<file path="src/rtl/spi_slave_receiver_if.sv">
// spi_slave_receiver_if: SPI pins plus the local tx/rx word interface of the SPI target.
// The "slave" modport is the SPI target itself. The "master" modport is whoever drives
// the SPI pins and feeds tx words: the peer master together with the local client.
interface spi_slave_receiver_if #(
    parameter int DATA_LENGTH = 8
);
    logic                   SCK;
    logic                   SS_n;
    logic                   MOSI;
    logic                   MISO;
    logic [DATA_LENGTH-1:0] tx_data;
    logic                   tx_valid;
    logic                   tx_ready;
    logic [DATA_LENGTH-1:0] rx_data;
    logic                   rx_valid;
    logic                   busy;

    modport master (
        output SCK, SS_n, MOSI, tx_data, tx_valid,
        input  MISO, tx_ready, rx_data, rx_valid, busy
    );

    modport slave (
        input  SCK, SS_n, MOSI, tx_data, tx_valid,
        output MISO, tx_ready, rx_data, rx_valid, busy
    );
endinterface

</file>
<file path="src/rtl/spi_slave_receiver.sv">
// spi_slave_receiver: SPI target running entirely on sys_clk.
// SCK, SS_n and MOSI are oversampled; MOSI is deserialised LSB-first into rx_data, and a
// buffered tx word is serialised LSB-first onto MISO.
// Build macro SPI_SLAVE_MISO_TRISTATE_EN: when defined, MISO is released (1'bz) whenever the
// target is not in a frame, so several targets can share one MISO line. Otherwise MISO is 0.
module spi_slave_receiver #(
    parameter int DATA_LENGTH = 8,
    parameter bit CPOL        = 1'b0,
    parameter bit CPHA        = 1'b0
) (
    input  logic                sys_clk,
    input  logic                rst,
    spi_slave_receiver_if.slave bus
);
    localparam int                CNT_W    = (DATA_LENGTH > 2) ? $clog2(DATA_LENGTH) : 1;
    localparam logic [CNT_W-1:0]  CNT_ZERO = {CNT_W{1'b0}};
    localparam logic [CNT_W-1:0]  LAST_BIT = CNT_W'(DATA_LENGTH - 1);

    typedef enum logic [0:0] {
        ST_IDLE   = 1'b0,
        ST_ACTIVE = 1'b1
    } state_t;

    // Synchronisers
    logic sck_meta_r, sck_sync_r, sck_prev_r;
    logic ss_meta_r, ss_sync_r, ss_prev_r;
    logic mosi_meta_r, mosi_sync_r;

    // SS_n arming after reset
    logic [1:0] settle_r;
    logic       ss_armed_r;

    // Edge events
    logic sck_rise_s, sck_fall_s;
    logic lead_edge_s, trail_edge_s;
    logic sample_edge_s, drive_edge_s;
    logic ss_fall_s, ss_rise_s;

    // FSM and control strobes
    state_t state_r, state_next_s;
    logic   sample_s, load_s, shift_s, abort_s;

    // Datapath
    logic [CNT_W-1:0]       bit_cnt_r, bit_cnt_next_s;
    logic [DATA_LENGTH-2:0] rx_shift_r, rx_shift_next_s;
    logic [DATA_LENGTH-1:0] rx_word_s;
    logic                   word_done_s;
    logic [DATA_LENGTH-1:0] tx_shift_r, tx_shift_next_s;
    logic [DATA_LENGTH-1:0] tx_buf_r;
    logic                   tx_ready_r;
    logic [DATA_LENGTH-1:0] rx_data_r;
    logic                   rx_valid_r;
    logic                   busy_r;
    logic                   miso_r;

    // Bring SCK, SS_n and MOSI into sys_clk; SCK and SS_n keep a third flop for edge detection
    always_ff @(posedge sys_clk) begin
        if (rst) begin
            sck_meta_r  <= CPOL;
            sck_sync_r  <= CPOL;
            sck_prev_r  <= CPOL;
            ss_meta_r   <= 1'b1;
            ss_sync_r   <= 1'b1;
            ss_prev_r   <= 1'b1;
            mosi_meta_r <= 1'b0;
            mosi_sync_r <= 1'b0;
        end else begin
            sck_meta_r  <= bus.SCK;
            sck_sync_r  <= sck_meta_r;
            sck_prev_r  <= sck_sync_r;
            ss_meta_r   <= bus.SS_n;
            ss_sync_r   <= ss_meta_r;
            ss_prev_r   <= ss_sync_r;
            mosi_meta_r <= bus.MOSI;
            mosi_sync_r <= mosi_meta_r;
        end
    end

    // The SS_n presets would fake a falling edge if the pin is low when reset ends, so an
    // SS_n fall only counts once real (post-reset) samples have shown SS_n high
    always_ff @(posedge sys_clk) begin
        if (rst) begin
            settle_r   <= 2'd0;
            ss_armed_r <= 1'b0;
        end else begin
            if (settle_r != 2'd3) begin
                settle_r <= settle_r + 2'd1;
            end else begin
                settle_r <= settle_r;
            end
            if ((settle_r == 2'd3) && ss_prev_r) begin
                ss_armed_r <= 1'b1;
            end else begin
                ss_armed_r <= ss_armed_r;
            end
        end
    end

    // Decode SCK/SS_n edges into leading/trailing and sample/drive events for this mode
    always_comb begin
        sck_rise_s    = sck_sync_r & ~sck_prev_r;
        sck_fall_s    = ~sck_sync_r & sck_prev_r;
        lead_edge_s   = CPOL ? sck_fall_s : sck_rise_s;
        trail_edge_s  = CPOL ? sck_rise_s : sck_fall_s;
        sample_edge_s = CPHA ? trail_edge_s : lead_edge_s;
        drive_edge_s  = CPHA ? lead_edge_s : trail_edge_s;
        ss_fall_s     = ss_prev_r & ~ss_sync_r & ss_armed_r;
        ss_rise_s     = ~ss_prev_r & ss_sync_r;
    end

    // FSM state register
    always_ff @(posedge sys_clk) begin
        if (rst) begin
            state_r <= ST_IDLE;
        end else begin
            state_r <= state_next_s;
        end
    end

    // FSM next state: a frame opens on SS_n fall and closes on SS_n rise
    always_comb begin
        state_next_s = state_r;
        case (state_r)
            ST_IDLE: begin
                if (ss_fall_s) begin
                    state_next_s = ST_ACTIVE;
                end else begin
                    state_next_s = ST_IDLE;
                end
            end
            ST_ACTIVE: begin
                if (ss_rise_s) begin
                    state_next_s = ST_IDLE;
                end else begin
                    state_next_s = ST_ACTIVE;
                end
            end
            default: state_next_s = ST_IDLE;
        endcase
    end

    // FSM outputs: datapath strobes; SCK edges outside a frame produce nothing
    always_comb begin
        sample_s = 1'b0;
        load_s   = 1'b0;
        shift_s  = 1'b0;
        abort_s  = 1'b0;
        case (state_r)
            ST_IDLE: begin
                if (ss_fall_s && !CPHA) begin
                    load_s = 1'b1;
                end else begin
                    load_s = 1'b0;
                end
            end
            ST_ACTIVE: begin
                if (ss_rise_s) begin
                    abort_s = 1'b1;
                end else begin
                    sample_s = sample_edge_s;
                    // bit_cnt==0 on a drive edge means a new word starts being driven
                    if (drive_edge_s && (bit_cnt_r == CNT_ZERO)) begin
                        load_s = 1'b1;
                    end else if (drive_edge_s) begin
                        shift_s = 1'b1;
                    end else begin
                        shift_s = 1'b0;
                    end
                end
            end
            default: abort_s = 1'b1;
        endcase
    end

    // Next values of the bit counter and both shift registers
    always_comb begin
        bit_cnt_next_s  = bit_cnt_r;
        rx_shift_next_s = rx_shift_r;
        word_done_s     = 1'b0;
        rx_word_s       = {mosi_sync_r, rx_shift_r};
        if (abort_s) begin
            bit_cnt_next_s  = CNT_ZERO;
            rx_shift_next_s = {(DATA_LENGTH-1){1'b0}};
        end else if (sample_s) begin
            rx_shift_next_s = rx_word_s[DATA_LENGTH-1:1];
            if (bit_cnt_r == LAST_BIT) begin
                bit_cnt_next_s = CNT_ZERO;
                word_done_s    = 1'b1;
            end else begin
                bit_cnt_next_s = bit_cnt_r + CNT_W'(1);
            end
        end else begin
            bit_cnt_next_s = bit_cnt_r;
        end

        // An empty buffer at load time sends all-zeros (silent underrun)
        if (load_s) begin
            tx_shift_next_s = tx_ready_r ? {DATA_LENGTH{1'b0}} : tx_buf_r;
        end else if (shift_s) begin
            tx_shift_next_s = tx_shift_r >> 1;
        end else begin
            tx_shift_next_s = tx_shift_r;
        end
    end

    // Shift registers, received word and the registered status/MISO outputs
    always_ff @(posedge sys_clk) begin
        if (rst) begin
            bit_cnt_r  <= CNT_ZERO;
            rx_shift_r <= {(DATA_LENGTH-1){1'b0}};
            tx_shift_r <= {DATA_LENGTH{1'b0}};
            rx_data_r  <= {DATA_LENGTH{1'b0}};
            rx_valid_r <= 1'b0;
            busy_r     <= 1'b0;
            miso_r     <= 1'b0;
        end else begin
            bit_cnt_r  <= bit_cnt_next_s;
            rx_shift_r <= rx_shift_next_s;
            tx_shift_r <= tx_shift_next_s;
            rx_valid_r <= word_done_s;
            if (word_done_s) begin
                rx_data_r <= rx_word_s;
            end else begin
                rx_data_r <= rx_data_r;
            end
            busy_r <= (state_next_s == ST_ACTIVE) && (bit_cnt_next_s != CNT_ZERO);
            miso_r <= (state_next_s == ST_ACTIVE) ? tx_shift_next_s[0] : 1'b0;
        end
    end

    // One-word tx buffer: a load frees it; accepting while a load hits an empty buffer keeps the new word
    always_ff @(posedge sys_clk) begin
        if (rst) begin
            tx_buf_r   <= {DATA_LENGTH{1'b0}};
            tx_ready_r <= 1'b1;
        end else if (load_s && !tx_ready_r) begin
            tx_buf_r   <= tx_buf_r;
            tx_ready_r <= 1'b1;
        end else if (bus.tx_valid && tx_ready_r) begin
            tx_buf_r   <= bus.tx_data;
            tx_ready_r <= 1'b0;
        end else begin
            tx_buf_r   <= tx_buf_r;
            tx_ready_r <= tx_ready_r;
        end
    end

    assign bus.rx_data  = rx_data_r;
    assign bus.rx_valid = rx_valid_r;
    assign bus.tx_ready = tx_ready_r;
    assign bus.busy     = busy_r;

`ifdef SPI_SLAVE_MISO_TRISTATE_EN
    assign bus.MISO = (state_r == ST_ACTIVE) ? miso_r : 1'bz;
`else
    assign bus.MISO = miso_r;
`endif

endmodule
</file>
<file path="src/flat_wrapper.sv">
// flat-port wrapper written by rule: the top's interface ports become plain ports
module spi_slave_receiver_flat 
#(
    parameter int DATA_LENGTH = 8,
    parameter bit CPOL        = 1'b0,
    parameter bit CPHA        = 1'b0
)
  (sys_clk, rst, bus_SCK, bus_SS_n, bus_MOSI, bus_tx_data, bus_tx_valid, bus_MISO, bus_tx_ready, bus_rx_data, bus_rx_valid, bus_busy);
  spi_slave_receiver_if #(.DATA_LENGTH(DATA_LENGTH)) bus_i ();
  input  logic sys_clk;
  input  logic rst;
  input wire logic [$bits(bus_i.SCK)-1:0] bus_SCK;
  input wire logic [$bits(bus_i.SS_n)-1:0] bus_SS_n;
  input wire logic [$bits(bus_i.MOSI)-1:0] bus_MOSI;
  input wire logic [$bits(bus_i.tx_data)-1:0] bus_tx_data;
  input wire logic [$bits(bus_i.tx_valid)-1:0] bus_tx_valid;
  output wire logic [$bits(bus_i.MISO)-1:0] bus_MISO;
  output wire logic [$bits(bus_i.tx_ready)-1:0] bus_tx_ready;
  output wire logic [$bits(bus_i.rx_data)-1:0] bus_rx_data;
  output wire logic [$bits(bus_i.rx_valid)-1:0] bus_rx_valid;
  output wire logic [$bits(bus_i.busy)-1:0] bus_busy;
  assign bus_i.SCK = bus_SCK;
  assign bus_i.SS_n = bus_SS_n;
  assign bus_i.MOSI = bus_MOSI;
  assign bus_i.tx_data = bus_tx_data;
  assign bus_i.tx_valid = bus_tx_valid;
  assign bus_MISO = bus_i.MISO;
  assign bus_tx_ready = bus_i.tx_ready;
  assign bus_rx_data = bus_i.rx_data;
  assign bus_rx_valid = bus_i.rx_valid;
  assign bus_busy = bus_i.busy;
  spi_slave_receiver #(.DATA_LENGTH(DATA_LENGTH), .CPOL(CPOL), .CPHA(CPHA)) u_core (.sys_clk(sys_clk), .rst(rst), .bus(bus_i));
endmodule
</file>
<file path="config.mk">
export PLATFORM = sky130hd
export DESIGN_NAME = spi_slave_receiver_flat
export DESIGN_NICKNAME = d
export VERILOG_FILES = /design/src/rtl/spi_slave_receiver_if.sv /design/src/rtl/spi_slave_receiver.sv /design/src/flat_wrapper.sv
export SDC_FILE = /design/constraint.sdc
export NUM_CORES = 1
export LEC_CHECK = 0
export CAP_MARGIN = 20
export CELL_PAD_IN_SITES_DETAIL_PLACEMENT = 0
export CELL_PAD_IN_SITES_GLOBAL_PLACEMENT = 2
export CORE_UTILIZATION = 35
export CTS_BUF_LIST = sky130_fd_sc_hd__clkbuf_2 sky130_fd_sc_hd__clkbuf_4 sky130_fd_sc_hd__clkbuf_8
export DETAILED_ROUTE_END_ITERATION = 16
export MAX_ROUTING_LAYER = met4
export PLACE_DENSITY = 0.91
export SYNTH_ARGS = -nofsm -noshare
export SYNTH_HDL_FRONTEND = slang
export SYNTH_SLANG_ARGS = --single-unit
</file>
<file path="constraint.sdc">
create_clock -name sys_clk -period 2.1 [get_ports sys_clk]
set_input_delay 0.42 -clock sys_clk [delete_from_list [all_inputs] [get_ports sys_clk]]
set_output_delay 0.42 -clock sys_clk [all_outputs]
set_load 0.01 [all_outputs]
</file>
---- After elaboration in Yosys (flattened, before gate mapping) ----
Cells that the tools add are included.
operators by class
  $add $sub $neg .......................... 2
  equality and inequality tests ........... 3
  muxes and demuxes ....................... 23
  bitwise gates (word level) .............. 12
  reductions and logical operators ........ 13
operators with widths
  kind                                           number
  2-to-1 mux 8 bit                               3
  2-to-1 mux 1 bit                               15
  2-to-1 mux 3 bit                               3
  inverter 1 bit                                 7
  OR reduction 2 bit                             3
  bitwise AND 1 bit                              5
  logical AND 1 bit                              5
  case mux 1 bit (2 select lines)                2
  adder 3 x 1 -> 3 bit (second input constant)   1
  == test 3 bit (second input constant)          1
  zero test 3 bit                                1
  nonzero test 3 bit                             1
  adder 2 x 1 -> 2 bit (second input constant)   1
  == test 2 bit (second input constant)          1
  inequality test 2 bit (second input constant)  1
  AND reduction 2 bit                            1
  nonzero test 2 bit                             1
  zero test 1 bit                                1
storage, ports and cells
  register bits ........................... 50
  bits of input ports ..................... 14
  output and inout port bits .............. 12

---- Depth between registers and ports, before layout ----
Gate-level depths: netlist (run 1).
  depth in word-level cells ............... 9
  depth in mapped cells ................... 6
  mapped depth without buffers ............ 6

---- Worst setup path after synthesis (run 1) ----
No wires, ideal clock.
  path kind ............................... reg2reg
  start point ............................. reg u_core.bit_cnt_r[0]
  end point ............................... reg u_core.tx_shift_r[1]
  arrival ................................. 1.420 ns
  data required time ...................... 2.009 ns
  setup slack ............................. 0.589 ns
  stages on the path, launching flop included .. 7
  path buffers ............................ 0
  clock period less this slack ............ 1.511 ns
  cell sequence ........................... dfxtp_1 -> inv_1 -> ha_1 -> nand4bb_1 -> o31ai_2 -> nand3b_1 -> a311oi_1
between the ends
  word-level cells in the longest chain between the ends .. 6
  elaborated cells between the ends (all ways) .. 10
  those cells by class .................... mux: 7; reduce/logical: 3
ends and longest elaborated chain
  item                                                                 RTL line                   text
  start: declaration                                                   spi_slave_receiver.sv:44   logic [CNT_W-1:0] bit_cnt_r, bit_cnt_next_s;
  start signal: assignment                                             spi_slave_receiver.sv:217  bit_cnt_r <= bit_cnt_next_s;
  zero test 3 bit (*)                                                  spi_slave_receiver.sv:162  if (drive_edge_s && (bit_cnt_r == CNT_ZERO)) begin
  logical AND 1 bit (*)                                                spi_slave_receiver.sv:162
  2-to-1 mux 1 bit                                                     spi_slave_receiver.sv:162
  2-to-1 mux 1 bit                                                     spi_slave_receiver.sv:157  if (ss_rise_s) begin
  case mux 1 bit (2 select lines) or 2-to-1 mux 1 bit (tied branches)  spi_slave_receiver.sv:148  case (state_r)
  2-to-1 mux 8 bit or nonzero test 2 bit (tied branches)               --
  end signal: assignment                                               spi_slave_receiver.sv:211  tx_shift_r <= {DATA_LENGTH{1'b0}};
  end signal: assignment                                               spi_slave_receiver.sv:219  tx_shift_r <= tx_shift_next_s;
  end: declaration                                                     spi_slave_receiver.sv:48   logic [DATA_LENGTH-1:0] tx_shift_r, tx_shift_next_s;
Every way passes the cells marked *; elsewhere a longest branch is shown, timed or not.
A chain may end at the register's enable or synchronous reset.

---- Final worst setup path (run 1) ----
  start point ............................. reg u_core.bit_cnt_r[0]
  end point ............................... reg u_core.rx_data_r[7], in the netlist u_core.bus.rx_data[7]
between the ends
  word-level cells in the longest chain between the ends .. 4
ends and longest elaborated chain
  item                    RTL line                   text
  == test 3 bit           spi_slave_receiver.sv:186  if (bit_cnt_r == LAST_BIT) begin
  2-to-1 mux 1 bit        spi_slave_receiver.sv:186
  2-to-1 mux 1 bit        spi_slave_receiver.sv:184  end else if (sample_s) begin
  2-to-1 mux 1 bit        spi_slave_receiver.sv:181  if (abort_s) begin
  end signal: assignment  spi_slave_receiver.sv:212  rx_data_r <= {DATA_LENGTH{1'b0}};
  end signal: assignment  spi_slave_receiver.sv:222  rx_data_r <= rx_word_s;
  end signal: assignment  spi_slave_receiver.sv:224  rx_data_r <= rx_data_r;
  end: declaration        spi_slave_receiver.sv:51   logic [DATA_LENGTH-1:0] rx_data_r;
No other way between the ends.

==> results of run 1 <==
per-layer routing:
metal | part of all wire | vias up
met2 | 0.43 | 20
met1 | 0.52 | 662
met3 | 0.027 | 7
met5 | 0 | -
met4 | 0.018 | 0
li1 | - | 752
critical path, cell delays in order, from the launching register on:
cell and delay (ns):
dfxtp_1 0.41, ha_1 0.17, ha_1 0.16, nand4_1 0.52, mux2i_1 0.33, nor2_1 0.06
layout by cell type, fill, tap and decap left out, types with 2 or more instances in the layout:
cell             count
ha_1                 4
clkbuf_8             6
nand2b_1             3
nand3_1              9
o21ai_0              3
nand4bb_1            2
buf_4                7
nor3_1               2
nand3b_1             7
mux2i_1             19
inv_1                5
nor2b_1              8
nor2_1              30
nand2_1             17
a311oi_1             6
dfxtp_1             50
or2_2                3
clkdlybuf4s50_1     25
a21oi_1             12
power by group:
part	leakage, nW	switching, mW	internal (mW)
sequential	0.406	0.0178	0.978
clock	0.0478	0.323	0.271
combinational	0.552	0.0598	0.0656
total	1.01	0.400	1.32
worst paths after layout:
check	endpoint	slack, ns	from
max	u_core.bus.rx_data[7]$_SDFFE_PP0P_	0.35	u_core.bit_cnt_r[0]$_SDFF_PP0_
max reg2reg	u_core.bus.rx_data[7]$_SDFFE_PP0P_	0.35	u_core.bit_cnt_r[0]$_SDFF_PP0_
min reg2reg	u_core.ss_sync_r$_SDFF_PP1_	0.44	u_core.ss_meta_r$_SDFF_PP1_
min	u_core.ss_sync_r$_SDFF_PP1_	0.44	u_core.ss_meta_r$_SDFF_PP1_
cell type report:
class                      count  area [sq um]  area share
sequential                    50          1000       0.418
multi-input combinational    136           883       0.369
timing repair buffer          32           303       0.126
tap                           70          87.6      0.0366
clock buffer                   6          82.6      0.0345
inverter                       6          22.5     0.00940
clock inverter                 2          16.3     0.00679
what timing repair did:
action,4_1_cts,5_1_grt
hold buffers,0,0
endpoints found under the hold margin,0,0
setup endpoints to repair,0,1
resized for setup,0,1
through the flow:
step,power [mW],cells,utilization
2_1_floorplan,1.09,204,-
3_3_place_gp,1.14,294,0.436
3_5_place_dp,1.14,294,0.436
4_1_cts,1.74,302,0.455
5_1_grt,1.81,302,0.457
6_report,1.72,302,0.457
sequential cells by signal, summed over array words and instances (netlist names), 2 cells and up:
name	cells
u_core.bus.rx_data	8
u_core.settle_r	2
u_core.tx_shift_r	8
u_core.tx_buf_r	8
u_core.bit_cnt_r	3
u_core.rx_shift_r	7
cells by family after synthesis:
group / after synthesis / synth area share
AO/OA/AOI/OAI: 27 / 0.0976
XOR/XNOR: 1 / 0.00450
adder cells (fa/ha/maj): 4 / 0.0257
buffers and inverters: 18 / 0.0385
flip-flops: 50 / 0.514
multiplexers: 20 / 0.105
AND/OR/NAND/NOR: 84 / 0.215
==> implementation parameters, run 1 <==
Parameter                              Value

Status
  Result of the run    finished clean

STA
  Slew at the pin with the worst max-slew slack    around 0.66 ns
  Final hold violations    0
  Fin. max-slew vios    0
  Post-Route Skew    0.00435 ns
  Worst hold margin    approximately 0.44 ns
  Period utilisation layout    0.832
  Final worst-path setup slack    between 0.3 and 0.4 ns
  Setup Viol. Count Final    0
  Worst slew margin relative to its limit    0.562
  Unrepaired setup endpoints after global routing    no
  Max Clock Freq    572 MHz
  Minimum clock period    ~1.7 ns
  Final setup TNS    0 ns

Place
  RePlAce Congestion    roughly 0.77
  # port buffers    25
  Post-detailed-placement half-perimeter wirelength    roughly 2500 um
  Minimum setup slack after placement    approximately 0.23 ns
  Cell Area, Placed    2290 sq um

CTS
  Clk root buf    clkbuf_8
  Count of buffers added by post-CTS timing repair for setup    0
  Clock tree from TritonCTS    done
  Skew-Pair Late Insertion Delay    ~0.3 ns
  Sink count of the clock tree    50
  Maximum count of clock buffers along a single path    2
  TritonCTS buffer count    5
  Number of H-tree branching levels    2
  Clock edge transition at the registers on the reported setup and hold paths    0.09 ns

Floorplan
  Core Rows    26
  Width of the die    around 77 um
  Die height    76.6 um
  Initial Utilization    0.372
  Die area    a little under 6000 sq um
  Core footprint    approximately 5200 sq um
  Number of ports placed on the die boundary    26

Worst setup path
  Worst Path Max Fanout    9
  Critical Path Sink Type    flop
  Kind of start point of the critical path    flop
  Arrival time at the worst endpoint    1.95 ns
  CP Data Required Time    ~2.3 ns
  Number of cells on the worst reg-to-reg path    5
  Crit Path Category    reg -> reg

Synth
  Gate Count Post-Synth    204
  Mapped cell area    roughly 2000 sq um
  Cell taking the most area after synthesis    dfxtp_1
  EDFF count, synth    0
  Sequential cell area fraction in the yosys report    0.514
  Most frequent cell after synthesis    dfxtp_1
  Proportion of register bits with asynchronous set or reset after synthesis    0
  Yosys top cell area share    0.514
  Distinct cell type count of the synthesized netlist    32
  Number of storage elements in the synthesis netlist    50
  Avg Inst Size Synth    ~9.5 sq um
  Top area cells in the synthesized netlist    dfxtp_1 (51%), mux2i_1 (9.8%), nor2_1 (5.8%), nand2_1 (3.3%), a21oi_1 (3.1%)
  Total of warnings raised by yosys    0
  Dominant synthesized flop cell    dfxtp_1
  Synth Net Count    222
  Most common library cells after synthesis    dfxtp_1 (50), nor2_1 (30), mux2i_1 (19)

Routing
  Mean routed wirelength per cell    around 12 um
  Final wirelength    3570 um
  DRC violation count after routing    0
  Post-DR vias/cell    between 4 and 5
  TritonRoute pass-1 iters    4
  Iter 0 DRT Violations    roughly 110
  Post-route ant nets    0
  Routed via count    1441

Finish
  Share of layout cells above drive strength 1    0.0991
  Number of diodes    0
  Total of fill cells in the finished design    just over 500
  Synth-to-layout area growth    23.0%
  Number of nets in the final layout    249
  Cell area after layout    ~2400 sq um

Power and ir drop
  Power density cells    716 nW/um^2
  Largest vdd supply drop    around 0.34 mV
  P_leak    just over 1 nW

Flow run
  Total of max-cap violations    0

GRT
  Largest net degree at the start of global routing    19
  Antenna violations before repair    0
  Wire length of the first global-routing pass    6070 um
  Met1 global-route usage    0.179
  Total congestion overflow    0
  Vias in the first global route    1303
  Most Used Layer, Global Route    met2
  Global routing usage on met2    0.193
  All-layer global routing usage    0.135
  Met3 routing resource usage after global routing    0.0323

Min path
  Worst hold path cell count    1
  Hold Path Class    reg -> reg
No activity file was read; power rests on OpenSTA's default activity.
==> inputs of run 2 (changes only) <==
--- a/config.mk
+++ b/config.mk
@@ -8,11 +8,11 @@
 export CAP_MARGIN = 20
 export CELL_PAD_IN_SITES_DETAIL_PLACEMENT = 0
 export CELL_PAD_IN_SITES_GLOBAL_PLACEMENT = 2
-export CORE_UTILIZATION = 35
+export CORE_UTILIZATION = 32
 export CTS_BUF_LIST = sky130_fd_sc_hd__clkbuf_2 sky130_fd_sc_hd__clkbuf_4 sky130_fd_sc_hd__clkbuf_8
 export DETAILED_ROUTE_END_ITERATION = 16
 export MAX_ROUTING_LAYER = met4
-export PLACE_DENSITY = 0.91
+export PLACE_DENSITY = 0.88
 export SYNTH_ARGS = -nofsm -noshare
 export SYNTH_HDL_FRONTEND = slang
 export SYNTH_SLANG_ARGS = --single-unit
==> constraint.sdc (replaced) <==
create_clock -name sys_clk -period 1.45 [get_ports sys_clk]
set_input_delay 0.29 -clock sys_clk [delete_from_list [all_inputs] [get_ports sys_clk]]
set_output_delay 0.29 -clock sys_clk [all_outputs]
set_load 0.01 [all_outputs]
==> run 2 against run 1 <==
Against the previous run: worst setup slack worse by 0.46 ns; sequential cell count stayed put; die area rose by 9.1%; the flow now finishes with violations (setup timing); combinational power increased by 74%; maximum frequency is 13% higher; critical endpoint is now u_core.tx_shift_r[1]$_SDFFE_PP0P_; cell area is 15% higher; sequential power increased by 45%; register-to-register slack worse by 0.46 ns; core utilization increased by 1.1 points; total power is 46% higher; global-route usage up 0.84 points; via count increased by 6.2%.
==> implementation parameters, run 2 (synthesis gave the netlist of run 1 again) <==
Parameter                              Value

Status
  Result of the run    finished, violations left (was finished clean)
  Violations in the final reports    setup timing

Place
  RePlAce Congestion    0.741 (was 0.771)
  # port buffers    25 (unchanged)
  Post-detailed-placement half-perimeter wirelength    2730 um (was 2490 um)

STA
  Worst hold margin    0.419 ns (was 0.440 ns)
  Minimum clock period    1.55 ns (was 1.75 ns)
  Unrepaired setup endpoints after global routing    yes (was no)
  Final hold violations    0 (unchanged)
  Final setup TNS    -0.574 ns (was 0 ns)
  Slew at the pin with the worst max-slew slack    0.289 ns (was 0.655 ns)
  Setup Viol. Count Final    11 (was 0)
  Max Clock Freq    644 MHz (was 572 MHz)
  Worst slew margin relative to its limit    0.807 (was 0.562)
  Fin. max-slew vios    0 (unchanged)
  Period utilisation layout    1.07 (was 0.832)
  Post-Route Skew    0.00476 ns (was 0.00435 ns)
  Final worst-path setup slack    -0.103 ns (was 0.353 ns)

Finish
  Number of diodes    0 (unchanged)
  Total of fill cells in the finished design    586 (was 504)
  Synth-to-layout area growth    41.6% (was 23.0%)
  Leading cell types in the layout, fill and taps excluded    dfxtp_1 (46), nor2_1 (30), buf_4 (20) (was dfxtp_1 (50), nor2_1 (30), clkdlybuf4s50_1 (25))
  Number of nets in the final layout    272 (was 249)
  Commonest non-fill, non-tap cell in the layout    dfxtp_1 (unchanged)
  Share of layout cells above drive strength 1    0.251 (was 0.0991)

Worst setup path
  Critical Path Sink Type    flop (unchanged)
  Reg2reg setup slack    -0.10 ns (was 0.35 ns)
  Reg-to-Reg End    u_core.tx_shift_r[1]$_SDFFE_PP0P_ (was u_core.bus.rx_data[7]$_SDFFE_PP0P_)
  Arrival time at the worst endpoint    1.76 ns (was 1.95 ns)
  Origin of the critical flop-to-flop path    u_core.bit_cnt_r[1]$_SDFF_PP0_ (was u_core.bit_cnt_r[0]$_SDFF_PP0_)
  Crit Path Category    reg -> reg (unchanged)
  Worst Path Max Fanout    5 (was 9)
  Number of cells on the worst reg-to-reg path    7 (was 5)
  Kind of start point of the critical path    flop (unchanged)
  CP Data Required Time    1.66 ns (was 2.30 ns)

Flow run
  Total of max-cap violations    0 (unchanged)

GRT
  Antenna violations before repair    0 (unchanged)
  Total congestion overflow    0 (unchanged)
  Vias in the first global route    1451 (was 1303)
  Largest net degree at the start of global routing    19 (unchanged)
  All-layer global routing usage    0.144 (was 0.135)
  Wire length of the first global-routing pass    6820 um (was 6070 um)

Floorplan
  Core Rows    28 (was 26)
  Number of ports placed on the die boundary    26 (unchanged)
  Core footprint    5890 sq um (was 5240 sq um)
  Width of the die    80.0 um (was 76.6 um)
  Die area    6400 sq um (was 5870 sq um)
  Initial Utilization    0.331 (was 0.372)
  Die height    80.0 um (was 76.6 um)

Min path
  Worst hold path endpoint    u_core.ss_sync_r$_SDFF_PP1_ (unchanged)
  Worst hold path cell count    1 (unchanged)
  Hold Path Class    reg -> reg (unchanged)
  Launch instance of the worst min-delay path    u_core.ss_meta_r$_SDFF_PP1_ (unchanged)

CTS
  Number of H-tree branching levels    2 (unchanged)
  TritonCTS buffer count    5 (unchanged)
  Clk root buf    clkbuf_8 (unchanged)
  Clock edge transition at the registers on the reported setup and hold paths    0.09 ns (about the same)
  Clock tree from TritonCTS    done (unchanged)
  Sink count of the clock tree    50 (unchanged)
  Maximum count of clock buffers along a single path    2 (unchanged)
  Skew-Pair Late Insertion Delay    0.30 ns (about the same)

Routing
  Routed via count    1530 (was 1441)
  Post-route ant nets    0 (unchanged)
  DRC violation count after routing    0 (unchanged)
  TritonRoute pass-1 iters    4 (unchanged)
  Final wirelength    4000 um (was 3570 um)
  Iter 0 DRT Violations    77 (was 105)
  Post-DR vias/cell    4.64 (was 4.77)
  Mean routed wirelength per cell    12.1 um (was 11.8 um)

Power and ir drop
  Largest vdd supply drop    0.499 mV (was 0.337 mV)
  P_leak    1.24 nW (was 1.01 nW)
  Power density cells    905 nW/um^2 (was 716 nW/um^2)
## run 2: changes by cell type in the layout (fill, tap and decap cells not counted), sizes merged, moves of 3 or more
| cell | delta |
|---|---|
| clkdlybuf4s50 | -12 |
| dlygate4sd2 | +9 |
| dlymetal6s2s | +3 |
| buf | +22 |
## run 2: how the worst max path moves through the flow
| stage | startpoint | end | cells after the start |
|---|---|---|---|
| 6_report | u_core.bit_cnt_r[1]$_SDFF_PP0_ | u_core.tx_shift_r[1]$_SDFFE_PP0P_ | 7 |
| 5_1_grt | u_core.bit_cnt_r[0]$_SDFF_PP0_ | u_core.tx_shift_r[1]$_SDFFE_PP0P_ | 7 |
| 4_1_cts | u_core.bit_cnt_r[1]$_SDFF_PP0_ | u_core.tx_shift_r[4]$_SDFFE_PP0P_ | 7 |
| 3_5_place_dp | u_core.sck_prev_r$_SDFF_PP0_ | u_core.tx_shift_r[4]$_SDFFE_PP0P_ | 4 |
| 3_3_place_gp | u_core.bit_cnt_r[0]$_SDFF_PP0_ | u_core.tx_shift_r[1]$_SDFFE_PP0P_ | 6 |
| 2_1_floorplan | u_core.state_r$_SDFF_PP0_ | u_core.tx_shift_r[0]$_SDFF_PP0_ | 5 |
## run 2: power breakdown
group          switching, mW  total (mW)  internal [mW]
Clock                  0.453       0.837          0.384
Sequential            0.0256        1.44           1.42
Combinational         0.0978       0.217          0.120
Total                  0.577        2.50           1.92
## run 2: stage by stage
| stage | setup slack [ns] | util | std cells | power [mW] | instance area [sq um] |
|---|---|---|---|---|---|
| after floorplan | 0.0124 | - | 204 | 1.58 | 1960 |
| after global placement | -0.206 | 0.413 | 312 | 1.67 | 2430 |
| after detailed placement | -0.310 | 0.413 | 312 | 1.68 | 2430 |
| after CTS | -0.118 | 0.460 | 327 | 2.53 | 2710 |
| after global routing | -0.207 | 0.469 | 330 | 2.63 | 2760 |
| final | -0.103 | 0.469 | 330 | 2.50 | 2760 |
## run 2: what timing repair did
action                                 in CTS  in global routing
hold buffers                                0                  0
resized for setup                          32                 10
setup endpoints to repair                  26                 28
pin swaps                                  12                  8
setup buffers                               5                  4
endpoints found under the hold margin       0                  0
cloned                                      2                  0
## run 2: cell type report
class	count	area [sq um]	area share
inverter	6	22.5	0.00816
timing repair buffer	55	541	0.196
multi-input combinational	136	1000	0.363
clock inverter	2	12.5	0.00454
sequential	50	1010	0.365
tap	75	93.8	0.0340
clock buffer	6	82.6	0.0299
## run 2: critical path, cell delays in order (launching register included)
cell and delay [ns]:
dfxtp_2 0.33, inv_2 0.06, ha_4 0.15, nand4bb_4 0.13, o31ai_4 0.25, buf_6 0.16, nand3b_1 0.11, a311oi_1 0.26
## run 2: metal layers
metal	global-route usage	vias to the layer above	routed length, um
met5	-	-	0
met4	0.0571	0	65
met3	0.0354	4	94
met2	0.213	15	1760
met1	0.187	715	2070
li1	-	796	-
